===== config.mk =====
export PLATFORM = sky130hd
export DESIGN_NAME = dma_bus_arbiter
export DESIGN_NICKNAME = d
export VERILOG_FILES = /design/src/rtl/dma_pkg.sv /design/src/rtl/dma_cycle_counter.sv /design/src/rtl/dma_bus_arbiter.sv
export SDC_FILE = /design/constraint.sdc
export NUM_CORES = 1
export LEC_CHECK = 0
export BUFFER_PORTS_ARGS = -buffer_cell sky130_fd_sc_hd__buf_2
export CAP_MARGIN = 20
export CORE_AREA = 2 2 39 41
export CTS_BUF_LIST = sky130_fd_sc_hd__clkbuf_16
export CTS_CLUSTER_SIZE = 28
export DETAILED_ROUTE_END_ITERATION = 16
export DIE_AREA = 0 0 41 43
export GPL_ROUTABILITY_DRIVEN = 0
export HOLD_SLACK_MARGIN = 0.02
export PLACE_DENSITY_LB_ADDON = 0.12
export SLEW_MARGIN = 20
export SYNTH_ARGS = -nofsm -noshare
export SYNTH_HDL_FRONTEND = slang
export SYNTH_SLANG_ARGS = --single-unit

===== constraint.sdc =====
create_clock -name clk -period 2.09 [get_ports clk]
set_input_delay 0.1045 -clock clk [delete_from_list [all_inputs] [get_ports clk]]
set_output_delay 0.1045 -clock clk [all_outputs]
set_load 0.1 [all_outputs]

===== src/rtl/dma_pkg.sv =====
// Shared definitions for the DMA bus arbiter and the DMA controller:
// arbiter FSM states and the default memory-cycle pacing constants.
package dma_pkg;

    typedef enum logic [1:0] {
        IDLE     = 2'd0,
        WAIT_CPU = 2'd1,
        GRANT    = 2'd2,
        RELEASE  = 2'd3
    } arb_state_t;

    localparam int DMA_MEM_LATENCY = 5;
    localparam int DMA_CTR_W       = 3;

    // Width needed to hold a count of 0..max_value inclusive.
    function automatic int count_width(input int max_value);
        return (max_value < 2) ? 1 : $clog2(max_value + 1);
    endfunction

endpackage


===== src/rtl/dma_cycle_counter.sv =====
// Wrapping memory-cycle counter: counts 0..MAX_COUNT while enabled and
// flags the last cycle of each chunk. Clear has priority over enable.
module dma_cycle_counter
    import dma_pkg::*;
#(
    parameter int MAX_COUNT = DMA_MEM_LATENCY,
    parameter int CTR_W     = DMA_CTR_W
) (
    input  logic             clk,
    input  logic             srst,
    input  logic             en,
    input  logic             clr,
    output logic [CTR_W-1:0] count,
    output logic             chunk_done
);

    localparam logic [CTR_W-1:0] LAST = CTR_W'(MAX_COUNT);

    logic [CTR_W-1:0] count_reg;
    logic [CTR_W-1:0] count_next;

    always_comb begin
        count_next = count_reg;
        if (clr) begin
            count_next = '0;
        end else if (en) begin
            // Wrap at MAX_COUNT rather than at the natural 2**CTR_W rollover.
            count_next = (count_reg == LAST) ? '0 : count_reg + 1'b1;
        end
    end

    always_ff @(posedge clk) begin
        if (srst) begin
            count_reg <= '0;
        end else begin
            count_reg <= count_next;
        end
    end

    assign count      = count_reg;
    assign chunk_done = en && (count_reg == LAST);

endmodule


===== src/rtl/dma_bus_arbiter.sv =====
// CPU-side bus arbiter ahead of the DMA controller: grants the bus, stalls the
// CPU, paces chunks and latches the DMA interrupt. Optional: ARB_TIMEOUT_EN.
module dma_bus_arbiter
    import dma_pkg::*;
#(
    parameter int MEM_LATENCY    = DMA_MEM_LATENCY,
    parameter int CTR_W          = DMA_CTR_W,
    parameter int TIMEOUT_CYCLES = 64
) (
    input  logic             clk,
    input  logic             reset,
    input  logic             BR,
    input  logic             cpu_mem_busy,
    input  logic             interrupt,
    input  logic             intr_ack,
    output logic             BG,
    output logic             cpu_stall,
    output logic [CTR_W-1:0] clk_counter,
    output logic             chunk_done,
    output logic             intr_pending,
    output logic             bus_error
);

    if (MEM_LATENCY >= (2 ** CTR_W) || MEM_LATENCY < 1 || TIMEOUT_CYCLES < 1) begin : g_param_check
        $error("dma_bus_arbiter: MEM_LATENCY must be in 1..2**CTR_W-1 and TIMEOUT_CYCLES >= 1");
    end

    arb_state_t state_reg;
    arb_state_t state_next;
    logic       bg_reg;
    logic       bg_next;
    logic       stall_reg;
    logic       stall_next;
    logic       timeout_hit;
    logic       grant_blocked;
    logic       intr_d_reg;
    logic       intr_pending_reg;

`ifdef ARB_TIMEOUT_EN
    localparam int GW = count_width(TIMEOUT_CYCLES);

    logic [GW-1:0] grant_cnt_reg;
    logic          bus_error_reg;

    // Counts BG=1 cycles; clears on the same edge the grant ends.
    always_ff @(posedge clk) begin
        if (reset || !bg_next) begin
            grant_cnt_reg <= '0;
        end else if (bg_reg) begin
            grant_cnt_reg <= grant_cnt_reg + 1'b1;
        end
    end

    always_ff @(posedge clk) begin
        if (reset) begin
            bus_error_reg <= 1'b0;
        end else if (timeout_hit) begin
            bus_error_reg <= 1'b1;
        end
    end

    assign timeout_hit   = bg_reg && BR && (grant_cnt_reg == GW'(TIMEOUT_CYCLES - 1));
    assign grant_blocked = bus_error_reg;
    assign bus_error     = bus_error_reg;
`else
    assign timeout_hit   = 1'b0;
    assign grant_blocked = 1'b0;
    assign bus_error     = 1'b0;
`endif

    always_comb begin
        state_next = state_reg;
        case (state_reg)
            IDLE: begin
                if (BR && !grant_blocked) begin
                    state_next = cpu_mem_busy ? WAIT_CPU : GRANT;
                end
            end
            WAIT_CPU: begin
                // A withdrawn request wins over the CPU going idle.
                if (!BR) begin
                    state_next = IDLE;
                end else if (!cpu_mem_busy) begin
                    state_next = GRANT;
                end
            end
            GRANT: begin
                if (!BR || timeout_hit) begin
                    state_next = RELEASE;
                end
            end
            RELEASE:  state_next = IDLE;
            default:  state_next = IDLE;
        endcase

        // BG rises one cycle after GRANT entry but falls on the leaving edge.
        bg_next    = (state_reg == GRANT) && (state_next == GRANT);
        // Entering GRANT straight from IDLE delays the stall like BG; coming
        // from WAIT_CPU the stall is already up and must not glitch low.
        stall_next = (state_next == WAIT_CPU) || (state_next == RELEASE) ||
                     ((state_next == GRANT) && (state_reg != IDLE));
    end

    always_ff @(posedge clk) begin
        if (reset) begin
            state_reg <= IDLE;
            bg_reg    <= 1'b0;
            stall_reg <= 1'b0;
        end else begin
            state_reg <= state_next;
            bg_reg    <= bg_next;
            stall_reg <= stall_next;
        end
    end

    always_ff @(posedge clk) begin
        if (reset) begin
            intr_d_reg       <= 1'b0;
            intr_pending_reg <= 1'b0;
        end else begin
            intr_d_reg <= interrupt;
            if (interrupt && !intr_d_reg) begin
                intr_pending_reg <= 1'b1;
            end else if (intr_ack) begin
                intr_pending_reg <= 1'b0;
            end
        end
    end

    dma_cycle_counter #(
        .MAX_COUNT (MEM_LATENCY),
        .CTR_W     (CTR_W)
    ) u_cycle_counter (
        .clk        (clk),
        .srst       (reset),
        .en         (bg_reg),
        .clr        (!bg_next),
        .count      (clk_counter),
        .chunk_done (chunk_done)
    );

    assign BG           = bg_reg;
    assign cpu_stall    = stall_reg;
    assign intr_pending = intr_pending_reg;

endmodule

# == Word level (Yosys, flattened, before mapping) ==
# Index checks and enable logic that the tools add are counted.
# W data, S select, Z words.
# word_totals
register_bits,9
latch_bits,0
ram_bits,0
mem_bits_ro,0
out_inout_bits,8
wordCells,35
n_memories,0
# classes
n_addsub,1
multipliers,0
div_mod_pow,0
n_lt_le_gt_ge,0
n_eq_ne,7
n_shift,0
n_mux,9
bitwise,1
reduce_logical,11
# op_table
operator,count
$mux W2,5
$eq A2 B2 Y1 const B,4
$pmux W2 S4,1
$eq A2 B1 Y1 const B,2
$logic_and A1 B1 Y1,4
$reduce_bool A2 Y1,2
$add A3 B1 Y3 const B,1
$eq A3 B3 Y1 const B,1
$mux W3,1
$logic_not A2 Y1,1
$logic_or A1 B1 Y1,2
$mux W1,2
$reduce_or A2 Y1,1
$logic_not A1 Y1,1
$not A1 Y1,1

# == Longest topological paths before layout ==
# logic_depth
depth_word,7
depth_mapped,3
depth_no_buf,3

# == Modules after synthesis ==
# From an unflattened synthesis, not the netlist that was laid out.
# unflattened
hier_cells,35
area_unflattened_um2,369.1
# by_module_without_submodules
mod,n_inst,cells_each,area_per_inst_um2,seq_area_each_um2
dma_bus_arbiter,1,22,222.7,120.1
dma_cycle_counter,1,13,146.4,60.1

# == Least setup slack after synthesis ==
# OpenSTA, ideal clock, no wires.
# synth_path
path_kind,flip-flop to output port
from,"reg u_cycle_counter.count_reg[0], in the netlist u_cycle_counter.count[0]"
to,out chunk_done
arrival_ns,3.469
setup_slack_ns,-1.483
path_stages_with_launch,3
cell_sequence,dfxtp_1 > nand2_1 > nor3b_1
# synth_via
elab_chain_len,2
# synth_lines
element,line,source
from (decl),dma_cycle_counter.sv:19,logic [CTR_W-1:0] count_reg;
from (signal assigned),dma_cycle_counter.sv:36,count_reg <= count_next;
$eq A3 B3 Y1,dma_cycle_counter.sv:41,assign chunk_done = en && (count_reg == LAST);
$logic_and A1 B1 Y1,dma_cycle_counter.sv:41,
to (decl),dma_bus_arbiter.sv:19,"output logic chunk_done,"
# No other way between the ends.

# == Worst setup path after layout ==
# Ends and elaborated chain as after synthesis.

==> impl_metrics.py <==
metrics = {
    "pwr": {
        "pwr_density_cell_nw_per_um2": 1110,
        "power_total_mw": 0.572,
        "leakage_nw": 0.230,
        "worst_ir_drop_vdd_mv": 0.446,
    },
    "floorplanning": {
        "io-pin-count": 14,
        "floorplan.initialDensity_pct": 25.1,
        "dieWidth_um": 41,
        "die_height_um": 43,
        "design.core.area_um2": 1380,
        "design.die.area_um2": 1760,
        "placement_rows": 14,
    },
    "min_path": {
        "hold_class": "in2reg",
        "worstHoldPathCells": 2,
    },
    "synth": {
        "synthesis.area_um2": 348,
        "top_cells_by_area_synth": "sky130_fd_sc_hd__dfxtp_1 52%, sky130_fd_sc_hd__nand2b_1 5.4%, sky130_fd_sc_hd__a21oi_1 4.3%",
        "yosys.area.top_type_share_pct": 51.8,
        "synth_seq_area_share_pct": 51.8,
        "ys_warn_count": 0,
        "synth-simple-area-share_pct": 27.7,
        "synth_compound_gate_area_share_pct": 10.8,
        "post_synth_xor_area_fraction_pct": 2.52,
        "synthesis.area_per_instance_um2": 9.94,
        "postSynthNetCount": 41,
        "synth_top_family_by_area": "simple AND/OR/NAND/NOR gates",
        "yosys.area_share.adder_pct": 0,
        "ys_ff_latch": 9,
        "portion_of_netlist_area_occupied_by_mux_cells_pct": 2.88,
        "post_synth_num_cell_types": 19,
        "synth.largest_area_cell": "sky130_fd_sc_hd__dfxtp_1",
        "postSynthCellCount": 35,
    },
    "drt": {
        "drt-pass1-iter-count": 2,
        "detail-route-antenna-nets": 0,
        "route.vias.total": 284,
        "initialDrtViolationCount": 1,
        "drc": 0,
        "finalWirelength_um": 632,
        "via_per_inst": 4.30,
        "wl_per_cell_um": 9.58,
    },
    "setup_path": {
        "worst_r2r_path_depth": 3,
        "setup.worst_path.class": "reg2out",
        "worst_setup_path_start_kind": "register",
        "cp-end-kind": "output pin",
        "crit_fanout": 4,
        "critPathRequiredTime_ns": 1.99,
        "worst-endpoint-arrival_ns": 1.34,
    },
    "clocking": {
        "clock_tree.buffer_depth": 2,
        "cts-hold-fix-buffers": 0,
        "clkSlewWorstSetupHoldPaths_ns": 0.04,
        "post-cts-setup-buffers": 0,
        "cts.root.buffer_cell": "sky130_fd_sc_hd__clkbuf_16",
        "tritoncts_clock_tree": "yes",
        "insertion_delay_ns": 0.23,
        "post_cts_resized": 0,
        "cts_buffers": 3,
        "cts_max_level": 1,
        "cts.sinks": 9,
    },
    "global_routing": {
        "pin_count_of_the_biggest_net_entering_global_routing": 7,
        "antenna_found_initial": 0,
        "grt_first_pass_wirelength_mm": 1.10,
        "globalRouteTotalUtil_pct": 9.68,
        "number_of_global_route_vias_before_repair": 300,
        "grt-ovfl-total": 0,
    },
    "status": {
        "run_status": "finished, final reports clean",
    },
    "timing": {
        "min_period_ns": 1.45,
        "maxSlewViolCount": 0,
        "setup_total_negative_slack_ns": 0,
        "finClkSkew_ns": 0.00154,
        "rsz0062_at_grt": "false",
        "maxClockFrequency_mhz": 690,
        "min_period_over_period_pct": 69.3,
        "timing_hold_violations_final": 0,
        "final_setup_viols": 0,
    },
    "layout": {
        "area.growth.synth_to_final_pct": 47.8,
        "largest_reg_flops": 3,
        "num-nets-final": 57,
        "insertedDiodeCount": 0,
        "filler_cell_count": 152,
        "drive_gt1_share_pct": 44.0,
        "final_cells": 66,
    },
    "run": {
        "maxCapViolCount": 0,
    },
    "placement": {
        "dpl.hpwl_um": 529,
        "dp.cells": 62,
        "io_buffers": 12,
    },
}
==> layout make-up <==
class / count / area (um2) / share of cell area [%]
clock buffer: 3 / 75.1 / 14.6
multi-input combinational: 24 / 168 / 32.6
clock inverter: 1 / 5.00 / 0.973
sequential: 9 / 183 / 35.5
inverter: 1 / 3.75 / 0.730
timing repair buffer: 12 / 60.1 / 11.7
tap: 16 / 20.0 / 3.89
==> where the power goes <==
| group | internal, mW | leakage (nW) | switching [mW] |
|---|---|---|---|
| clock network | 0.252 | 0.0409 | 0.0790 |
| registers | 0.180 | 0.0746 | 0.00373 |
| logic | 0.0151 | 0.115 | 0.0427 |
| total | 0.446 | 0.230 | 0.125 |
==> placed cells by master (no fill, tap or decap), drive strengths merged <==
| cell | count |
|---|---|
| buf | 12 |
| dfxtp | 9 |
| nor2 | 4 |
| nand2b | 4 |
| a21oi | 4 |
| clkbuf | 3 |
| nand2 | 2 |
| nor3b | 1 |
| or3b | 1 |
| mux2i | 1 |
| xnor2 | 1 |
| and2b | 1 |
| a2bb2oi | 1 |
| nand4b | 1 |
| inv | 1 |
| o21ai | 1 |
| nor2b | 1 |
| conb | 1 |
| clkinv | 1 |
==> through the flow <==
stage | hold WS [ns] | instance area, um2 | utilization (%) | setup WS (ns)
2_1_floorplan | 0.174 | 362 | - | 0.0374
3_3_place_gp | 0.336 | 434 | 31.4 | 0.899
3_5_place_dp | 0.342 | 434 | 31.4 | 0.878
4_1_cts | 0.104 | 514 | 37.2 | 0.628
5_1_grt | 0.115 | 514 | 37.2 | 0.550
6_report | 0.105 | 514 | 37.2 | 0.642
==> Yosys cell counts <==
cell type,n
sky130_fd_sc_hd__a21oi_1,3
sky130_fd_sc_hd__a21oi_2,1
sky130_fd_sc_hd__a2bb2oi_1,1
sky130_fd_sc_hd__and2b_1,1
sky130_fd_sc_hd__buf_4,1
sky130_fd_sc_hd__conb_1,1
sky130_fd_sc_hd__dfxtp_1,9
sky130_fd_sc_hd__inv_1,1
sky130_fd_sc_hd__mux2i_1,1
sky130_fd_sc_hd__nand2_1,2
sky130_fd_sc_hd__nand2b_1,3
sky130_fd_sc_hd__nand2b_4,1
sky130_fd_sc_hd__nand4b_1,1
sky130_fd_sc_hd__nor2_1,4
sky130_fd_sc_hd__nor2b_1,1
sky130_fd_sc_hd__nor3b_1,1
sky130_fd_sc_hd__o21ai_0,1
sky130_fd_sc_hd__or3b_4,1
sky130_fd_sc_hd__xnor2_1,1
==> cell families (layout without fill, tap and decap cells) <==
logic type                count (synthesis)  in the layout
buffers and inverters                     2             17
and+or+nand+nor                          15             15
xor gates and xnor gates                  1              1
other                                     1              1
DFF                                       9              9
muxes                                     1              1
AOI/OAI and AO/OA                         6              6
==> per-layer routing <==
layer / routed length [um] / global-route usage [%] / vias to the layer above
met2: 347 / 16.9 / 10
met1: 231 / 7.82 / 129
met4: 4 / 6.00 / 0
li1: - / - / 143
met5: 0 / 0 / -
met3: 49 / 4.71 / 2
==> worst max-delay path: stages, from the launching register on <==
cell	delay, ns
sky130_fd_sc_hd__dfxtp_2	0.35
sky130_fd_sc_hd__nand2_1	0.13
sky130_fd_sc_hd__nor3b_4	0.19
sky130_fd_sc_hd__buf_2	0.44
==> path summary, 6_finish.rpt <==
kind                            slack (ns)                  endpoint                     start
worst max-delay path                  0.64                chunk_done  u_cycle_counter.count[0]
worst min-delay path                  0.10                intr_d_reg                 interrupt
worst max register to register        1.06  u_cycle_counter.count[2]              state_reg[0]
worst min register to register        0.47              intr_pending              intr_pending
Power figures use the tool's default switching activity.
